==> config.mk <==
export PLATFORM = sky130hd
export DESIGN_NAME = uart_tx_serializer_flat
export DESIGN_NICKNAME = d
export VERILOG_FILES = /design/src/rtl/uart_tx_serializer_pkg.sv /design/src/rtl/uart_tx_serializer_if.sv /design/src/rtl/uart_tx_serializer.sv /design/src/flat_wrapper.sv
export SDC_FILE = /design/constraint.sdc
export NUM_CORES = 1
export LEC_CHECK = 0
export CAP_MARGIN = 20
export CORE_MARGIN = 1
export CORE_UTILIZATION = 40
export DETAILED_ROUTE_END_ITERATION = 10
export GPL_TIMING_DRIVEN = 0
export PLACE_DENSITY = 0.67
export SYNTH_ARGS = -nofsm -noshare
export SYNTH_HDL_FRONTEND = slang
export SYNTH_SLANG_ARGS = --single-unit
==> constraint.sdc <==
create_clock -name clk -period 1.7 [get_ports clk]
set_input_delay 0.51 -clock clk [delete_from_list [all_inputs] [get_ports clk]]
set_output_delay 0.51 -clock clk [all_outputs]
set_load 0.01 [all_outputs]
==> src/rtl/uart_tx_serializer_pkg.sv <==
// rtl/uart_tx_serializer_pkg.sv - shared UART frame constants
package uart_tx_serializer_pkg;

    // Data bits per UART frame; shared with the TX FSM and parity calculator.
    localparam int UART_DATA_WIDTH = 8;

    typedef logic [UART_DATA_WIDTH-1:0] uart_word_t;

endpackage : uart_tx_serializer_pkg

==> src/rtl/uart_tx_serializer_if.sv <==
// rtl/uart_tx_serializer_if.sv - TX FSM to serializer handshake bundle
interface uart_tx_serializer_if
    import uart_tx_serializer_pkg::*;
#(
    parameter int DATA_WIDTH = UART_DATA_WIDTH
) ();

    logic [DATA_WIDTH-1:0] data_in;
    logic                  load;
    logic                  enable;
    logic                  data_out;
    logic                  done;

    // TX FSM side: supplies the word and the load/advance strobes.
    modport master (
        output data_in,
        output load,
        output enable,
        input  data_out,
        input  done
    );

    // Serializer side.
    modport slave (
        input  data_in,
        input  load,
        input  enable,
        output data_out,
        output done
    );

endinterface : uart_tx_serializer_if

==> src/rtl/uart_tx_serializer.sv <==
// rtl/uart_tx_serializer.sv - LSB-first parallel-to-serial converter for UART TX
module uart_tx_serializer
    import uart_tx_serializer_pkg::*;
#(
    parameter int DATA_WIDTH = UART_DATA_WIDTH
) (
    input  logic                  clk,
    input  logic                  rst,
    uart_tx_serializer_if.slave   bus
);

    localparam int CNT_W = $clog2(DATA_WIDTH);
    localparam logic [CNT_W-1:0] LAST_CNT = CNT_W'(DATA_WIDTH - 1);

    logic [DATA_WIDTH-1:0] shift_reg_q;
    logic [DATA_WIDTH-1:0] shift_reg_d;
    logic [CNT_W-1:0]      bit_cnt_q;
    logic [CNT_W-1:0]      bit_cnt_d;
    logic                  last_bit;

    // The final bit saturates: further enables leave it on the line.
    assign last_bit     = (bit_cnt_q == LAST_CNT);
    assign bus.data_out = shift_reg_q[0];
    assign bus.done     = last_bit;

    // Next state: load restarts the word and beats enable; enable shifts until the MSB is out.
    always_comb begin
        shift_reg_d = shift_reg_q;
        bit_cnt_d   = bit_cnt_q;
        if (bus.load) begin
            shift_reg_d = bus.data_in;
            bit_cnt_d   = '0;
        end else if (bus.enable && !last_bit) begin
            shift_reg_d = {1'b0, shift_reg_q[DATA_WIDTH-1:1]};
            bit_cnt_d   = bit_cnt_q + CNT_W'(1);
        end
    end

    // State register with synchronous reset.
    always_ff @(posedge clk) begin
        if (rst) begin
            shift_reg_q <= '0;
            bit_cnt_q   <= '0;
        end else begin
            shift_reg_q <= shift_reg_d;
            bit_cnt_q   <= bit_cnt_d;
        end
    end

endmodule : uart_tx_serializer

==> src/flat_wrapper.sv <==
// flat-port wrapper written by rule: the top's interface ports become plain ports
module uart_tx_serializer_flat import uart_tx_serializer_pkg::*;
#(
    parameter int DATA_WIDTH = UART_DATA_WIDTH
)
  (clk, rst, bus_data_in, bus_load, bus_enable, bus_data_out, bus_done);
  uart_tx_serializer_if #(.DATA_WIDTH(DATA_WIDTH)) bus_i ();
  input  logic clk;
  input  logic rst;
  input wire logic [$bits(bus_i.data_in)-1:0] bus_data_in;
  input wire logic [$bits(bus_i.load)-1:0] bus_load;
  input wire logic [$bits(bus_i.enable)-1:0] bus_enable;
  output wire logic [$bits(bus_i.data_out)-1:0] bus_data_out;
  output wire logic [$bits(bus_i.done)-1:0] bus_done;
  assign bus_i.data_in = bus_data_in;
  assign bus_i.load = bus_load;
  assign bus_i.enable = bus_enable;
  assign bus_data_out = bus_i.data_out;
  assign bus_done = bus_i.done;
  uart_tx_serializer #(.DATA_WIDTH(DATA_WIDTH)) u_core (.clk(clk), .rst(rst), .bus(bus_i));
endmodule
==> metrics.yaml, run 1 <==
run_status:
  outcome: "complete, no violations"
route:
  route.met3.wl_um: 43
  firstDrtPassIters: 3
  wirelength_um: 981
  vias: 454
  highest_layer: "met3"
  drt-initial-drc-count: 4
  viasPerCell: 5.159
  drc: 0
  drt-met1-wl_um: 456
  dr_wl_met2_um: 481
  final_antenna_net_count: 0
  routedWlPerCell_um: 11.15
timing:
  rsz0062_at_grt: "no"
  max_freq_ghz: 0.6078
  timing.final.ws_setup_ps: 54.75
  fin_crit_ps: 1645
  setup_viol: 0
  finalCritPeriodShare_pct: 96.78
  hold_slack_ps: 520.3
  hold_violations: 0
  fin_skew_ps: 10.39
  drv_slew: 0
  worst_slew_pin_slew_ps: 574.9
  slew_headroom_pct: 61.67
cts:
  path_clk_slew_ps: 80
  cts.htree.levels: 1
  cts_buffers: 3
  post_cts_buffers: 0
  clock_path_buffers: 2
  clk_latency_ps: 270
  root_buffer: "clkbuf_4"
  cts_hold_buf: 0
  cts_tree: "done"
  post_cts_resized: 6
  clock_sinks: 11
placement:
  io_buffer_count: 12
  dpl.cell_count: 84
  place_ws_ps: -166.8
  gp_congestion: 0.7240
  dpl_cell_area_um2: 721.9
power_and_ir_drop:
  combinationalPowerShare_pct: 18.9
  switchingPower_uw: 142.7
  vdd_drop_max_mv: 0.4002
  power_frac_seq_pct: 49.9
  power_frac_clock_pct: 31.3
  p_leak_uw: 0.0002873
  intPower_uw: 423.0
  switching_share_pct: 25.23
  p_per_area_mw_per_mm2: 756.1
synth:
  netlist.area_leader.share_pct: 37.77
  syn_area_um2: 583.1
  ys_ff_latch: 11
  yosysTopAreaCell: "dfxtp_1"
  synth.area.top_cells: "dfxtp_1, a2111oi_2, nor3_1, buf_6, nor2b_1"
  syn_inst: 57
  yosysSeqAreaShare_pct: 37.77
  ys_warn_count: 0
  postSynthAreaPerCell_um2: 10.23
  ys_types: 18
  synth.net_count: 71
cells_and_area:
  stdcell_area_um2: 748.2
  layout-drive-gt1-share_pct: 26.03
  fin_util_pct: 56.10
  nets: 88
  n_antenna_cell: 0
  layout.cells.non_filler: 88
  areaGrowthSynthToFinish_pct: 28.33
floorplan:
  ios: 14
  coreArea_mm2: 0.001334
  die_x_um: 40.18
  die_h_um: 40.18
  rows: 13
  initial_utilization_pct: 43.71
  die-area_mm2: 0.001614
min_path:
  hold_start: "u_core.bit_cnt_q[0]"
  min_path_type: "register to register"
critical_path:
  slowest_stage: "clkdlybuf4s50_1"
  crit_arrival_ps: 1140
  critical_path.cell_chain: "clkdlybuf4s50_1"
  startpoint_type: "register"
  max_stage_delay_ps: 530
  end_kind: "primary output"
  critical_path_buf_inv_count: 1
  reg2reg_from: "u_core.bit_cnt_q[0]"
  cp-startpoint: "u_core.shift_reg_q[0]"
  critPathKind: "register to primary output"
  cp_max_fo: 2
  worstPathRequired_ps: 1190
  cp_top_family: "buffers and inverters"
global_routing:
  grt_max_degree: 11
  grt_pass1_vias: 424
  antenna_found_initial: 0
  gr-total-overflow: 0
  grt_use_total_pct: 16.11
  grt_pass1_wl_um: 1676
job:
  cap_viol_max_count: 0
==> power groups by stage <==
stage	clock, uW	sequential [uW]	combinational (uW)
6_report	177	282	107
5_1_grt	201	284	117
4_1_cts	187	282	109
3_5_place_dp	0	288	108
3_3_place_gp	0	288	108
2_1_floorplan	0	287	70.2
==> cell families after synthesis <==
logic type / count (synthesis) / synth area share, %
xor gates and xnor gates: 1 / 1.502
DFF: 11 / 37.77
adders and majority gates: 2 / 4.291
muxes: 2 / 3.434
AOI/OAI and AO/OA: 8 / 18.03
and+or+nand+nor: 26 / 24.68
buffers and inverters: 7 / 10.30
==> layout by cell type (no fill, tap or decap) <==
master           synthesis  final
clkdlybuf4s50_1          0     11
nor3_1                  10     10
dfxtp_1                 11     10
nor2_1                   6      6
nor2b_1                  6      6
a2111oi_2                6      6
buf_6                    4      4
clkbuf_4                 0      3
mux2i_1                  2      2
nor2b_4                  1      1
buf_4                    1      1
clkbuf_1                 1      1
nand2_1                  1      1
or3b_1                   1      1
a21oi_1                  1      1
xnor2_1                  1      1
inv_1                    1      1
nor3b_1                  1      1
a2111oi_1                1      1
ha_2                     0      1
ha_1                     2      1
clkinv_2                 0      1
buf_2                    0      1
dfxtp_2                  0      1
==> flip-flops by register name, indices dropped and copies added, names as in the netlist <==
| signal | flops |
|---|---|
| u_core.shift_reg_q | 8 |
| u_core.bit_cnt_q | 3 |
==> worst paths after layout <==
path | cells past startpoint | slack [ps] | to
setup / recovery | 1 | 50 | bus_data_out
hold / removal | 2 | 520 | u_core.bit_cnt_q[0]
setup reg to reg | 7 | 150 | u_core.shift_reg_q[4]
hold reg to reg | 2 | 520 | u_core.bit_cnt_q[0]
==> Yosys cell counts (all sizes together) <==
| library cell | number |
|---|---|
| inv | 1 |
| nand2 | 1 |
| a21oi | 1 |
| dfxtp | 11 |
| buf | 5 |
| clkbuf | 1 |
| nor2b | 7 |
| a2111oi | 7 |
| nor3 | 10 |
| nor2 | 6 |
| or3b | 1 |
| mux2i | 2 |
| xnor2 | 1 |
| ha | 2 |
| nor3b | 1 |
==> per-layer routing <==
metal  global-route usage, %  vias up
met5                       0        -
met1                   17.51      208
li1                        -      238
met2                   28.23        8
met4                   10.00        0
met3                   3.333        0
==> layout make-up <==
type / instances / area, um2
timing repair buffer: 12 / 115.1
clock buffer: 3 / 22.52
clock inverter: 1 / 5.005
buffer: 6 / 56.30
tap: 15 / 18.77
multi-input combinational: 39 / 305.3
fill: 120 / 585.6
inverter: 1 / 3.754
sequential: 11 / 221.5
==> metrics by stage <==
stage               setup TNS [ps]  total power, uW
finish                           0            565.7
global placement            -463.2            395.4
floorplan                        0            357.4
detailed placement          -647.3            396.3
global route                     0            602.0
CTS                              0            578.2
No activity file was read; power rests on OpenSTA's default activity.
==> run 2: changes to the inputs <==
- SETUP_SLACK_MARGIN: unset -> 0.3
==> run 2 against run 1 <==
Net effect: total power rose by 10%; clock skew fell by 6.4 ps; die area did not move.
==> metrics.yaml, run 2 (synthesis gave the netlist of run 1 again) <==
placement:
  io_buffer_count: 12  # unchanged
  hpwl_um: 809.2
  dpl.cell_count: 84  # unchanged
  place_ws_ps: -108.4  # +58.38 ps
  gp_congestion: 0.6554  # -9.5%
route:
  drt-initial-drc-count: 5  # +1
  wirelength_um: 1436  # +46%
  drc: 0  # unchanged
  routedWlPerCell_um: 15.28  # +37%
  firstDrtPassIters: 2  # -1
  viasPerCell: 5.181  # +0.42%
  vias: 487  # +7.3%
  final_antenna_net_count: 0  # unchanged
critical_path:
  end_kind: "primary output"
  worstPathRequired_ps: 1190  # about the same
  slowest_stage: "dfxtp_2"
  crit_top_cell: "ha_4"
  startpoint_type: "register"
  critical_path.cell_chain: "ha_4 -> ha_4 -> buf_6"
  crit_arrival_ps: 1040  # -100 ps
  max_stage_delay_ps: 340  # -190 ps
  cp_max_fo: 2  # unchanged
  critPathKind: "register to primary output"
cts:
  root_buffer: "clkbuf_4"
  clock_sinks: 11  # unchanged
  clk_latency_ps: 270  # about the same
  cts_buffers: 3  # unchanged
  clock_path_buffers: 2  # unchanged
  cts.htree.levels: 1  # unchanged
  path_clk_slew_ps: 60  # -20 ps
  cts_hold_buf: 0  # unchanged
  cts_tree: "done"
cells_and_area:
  nets: 94  # +6.8%
  fin_util_pct: 72.33  # +16 points
  n_antenna_cell: 0  # unchanged
  layout_common_cells: "clkdlybuf4s50_1, dfxtp_1"
  largest-register: "u_core.shift_reg_q"
  layout.cells.non_filler: 94  # +6.8%
  reg_top3: "u_core.shift_reg_q (8), u_core.bit_cnt_q (3)"
  areaGrowthSynthToFinish_pct: 65.45
  largest_reg_flops: 8  # unchanged
  layout-drive-gt1-share_pct: 41.77  # +16 points
power_and_ir_drop:
  power_frac_clock_pct: 28.4  # -2.9 points
  p_leak_uw: 0.0003477  # +21%
  switching_share_pct: 27.06  # +1.8 points
  intPower_uw: 455.1  # +7.6%
  switchingPower_uw: 168.9  # +18%
  vdd_drop_max_mv: 0.5108  # +28%
  power_frac_seq_pct: 45.9  # -4.0 points
  p_per_area_mw_per_mm2: 646.8  # -14%
  combinationalPowerShare_pct: 25.7  # +6.8 points
  power_uw: 624.0  # +10%
min_path:
  min_path_type: "register to register"
floorplan:
  rows: 13  # unchanged
  die_h_um: 40.18  # unchanged
  ios: 14  # unchanged
  coreArea_mm2: 0.001334  # unchanged
  die-area_mm2: 0.001614  # unchanged
  die_x_um: 40.18  # unchanged
  initial_utilization_pct: 43.71  # unchanged
timing:
  drv_slew: 0  # unchanged
  max_freq_ghz: 0.6464  # +6.4%
  hold_violations: 0  # unchanged
  fin_skew_ps: 4.028  # -6.358 ps
  rsz0062_at_grt: "yes"
  hold_slack_ps: 554.4  # +34.11 ps
  fin_crit_ps: 1547  # -98.29 ps
  timing.final.ws_setup_ps: 153.0  # +98.29 ps
  setup_viol: 0  # unchanged
  finalCritPeriodShare_pct: 91.00  # -5.8 points
  slew_headroom_pct: 77.38  # +16 points
  worst_slew_pin_slew_ps: 336.6  # -238.3 ps
run_status:
  outcome: "complete, no violations"
global_routing:
  antenna_found_initial: 0  # unchanged
  grt_pass1_vias: 437  # +3.1%
  gr-total-overflow: 0  # unchanged
  grt_pass1_wl_um: 2049  # +22%
  grt_use_total_pct: 20.05  # +3.9 points
  grt_max_degree: 11  # unchanged
job:
  cap_viol_max_count: 0  # unchanged
## run 2: cell count changes in the layout (fill, tap and decap cells not counted), moves of 2 or more
cell / delta
a2111oi_4: +5
a2111oi_2: -4
nor3_1: -4
buf_4: +3
buf_6: +2
clkdlybuf4s50_1: -2
ha_4: +2
nor3_2: +2
nor3_4: +2
## run 2: repair_timing
action,CTS,global route
buffers inserted,2,2
pin swaps,9,3
gates cloned,2,0
resized for setup,20,8
endpoints found under the setup margin,13,13
## run 2: worst max-delay path, delay by kind of cell, from the launching register on
family,cells,cell delay [ps]
flops,1,340
fa+ha+maj,2,320
buf+inv,1,110
## run 2: metal layers
layer	part of all wire [%]	track usage, %
met1	44	25.34
met2	51	32.66
met3	2.5	5.000
met4	2.2	7.500
met5	0	0
## run 2: power by group through the flow
stage	clock network, uW	logic (uW)	registers (uW)
2_1_floorplan	0	74.0	288
6_report	177	160	286
5_1_grt	193	172	288
3_3_place_gp	0	112	289
3_5_place_dp	0	113	289
4_1_cts	182	140	285
## run 2: stage by stage
stage               cell area, um2  setup TNS, ps
floorplan                    614.3              0
global placement             753.2         -507.3
detailed placement           753.2         -629.2
CTS                          892.1              0
global route                 964.7              0
finish                       964.7              0
## run 2: layout make-up
cell class | count | area (um2)
buffer | 6 | 68.82
clock buffer | 4 | 26.28
fill | 98 | 369.1
inverter | 1 | 3.754
multi-input combinational | 39 | 431.7
sequential | 11 | 222.7
tap | 15 | 18.77
timing repair buffer | 18 | 192.7
## run 2: worst paths after layout
check	slack (ps)	end	cells after the start	from
worst max-delay path	150	bus_done	3	u_core.bit_cnt_q[1]
worst min-delay path	550	u_core.bit_cnt_q[1]	2	u_core.bit_cnt_q[1]
worst max register to register	180	u_core.shift_reg_q[3]	8	u_core.bit_cnt_q[1]
worst min register to register	550	u_core.bit_cnt_q[1]	2	u_core.bit_cnt_q[1]
==> run 3: changes to the inputs <==
- HOLD_SLACK_MARGIN: unset -> 0.05
==> results of run 3 <==
Same layout as run 2: the final DEF is identical, and so are final timing and power.
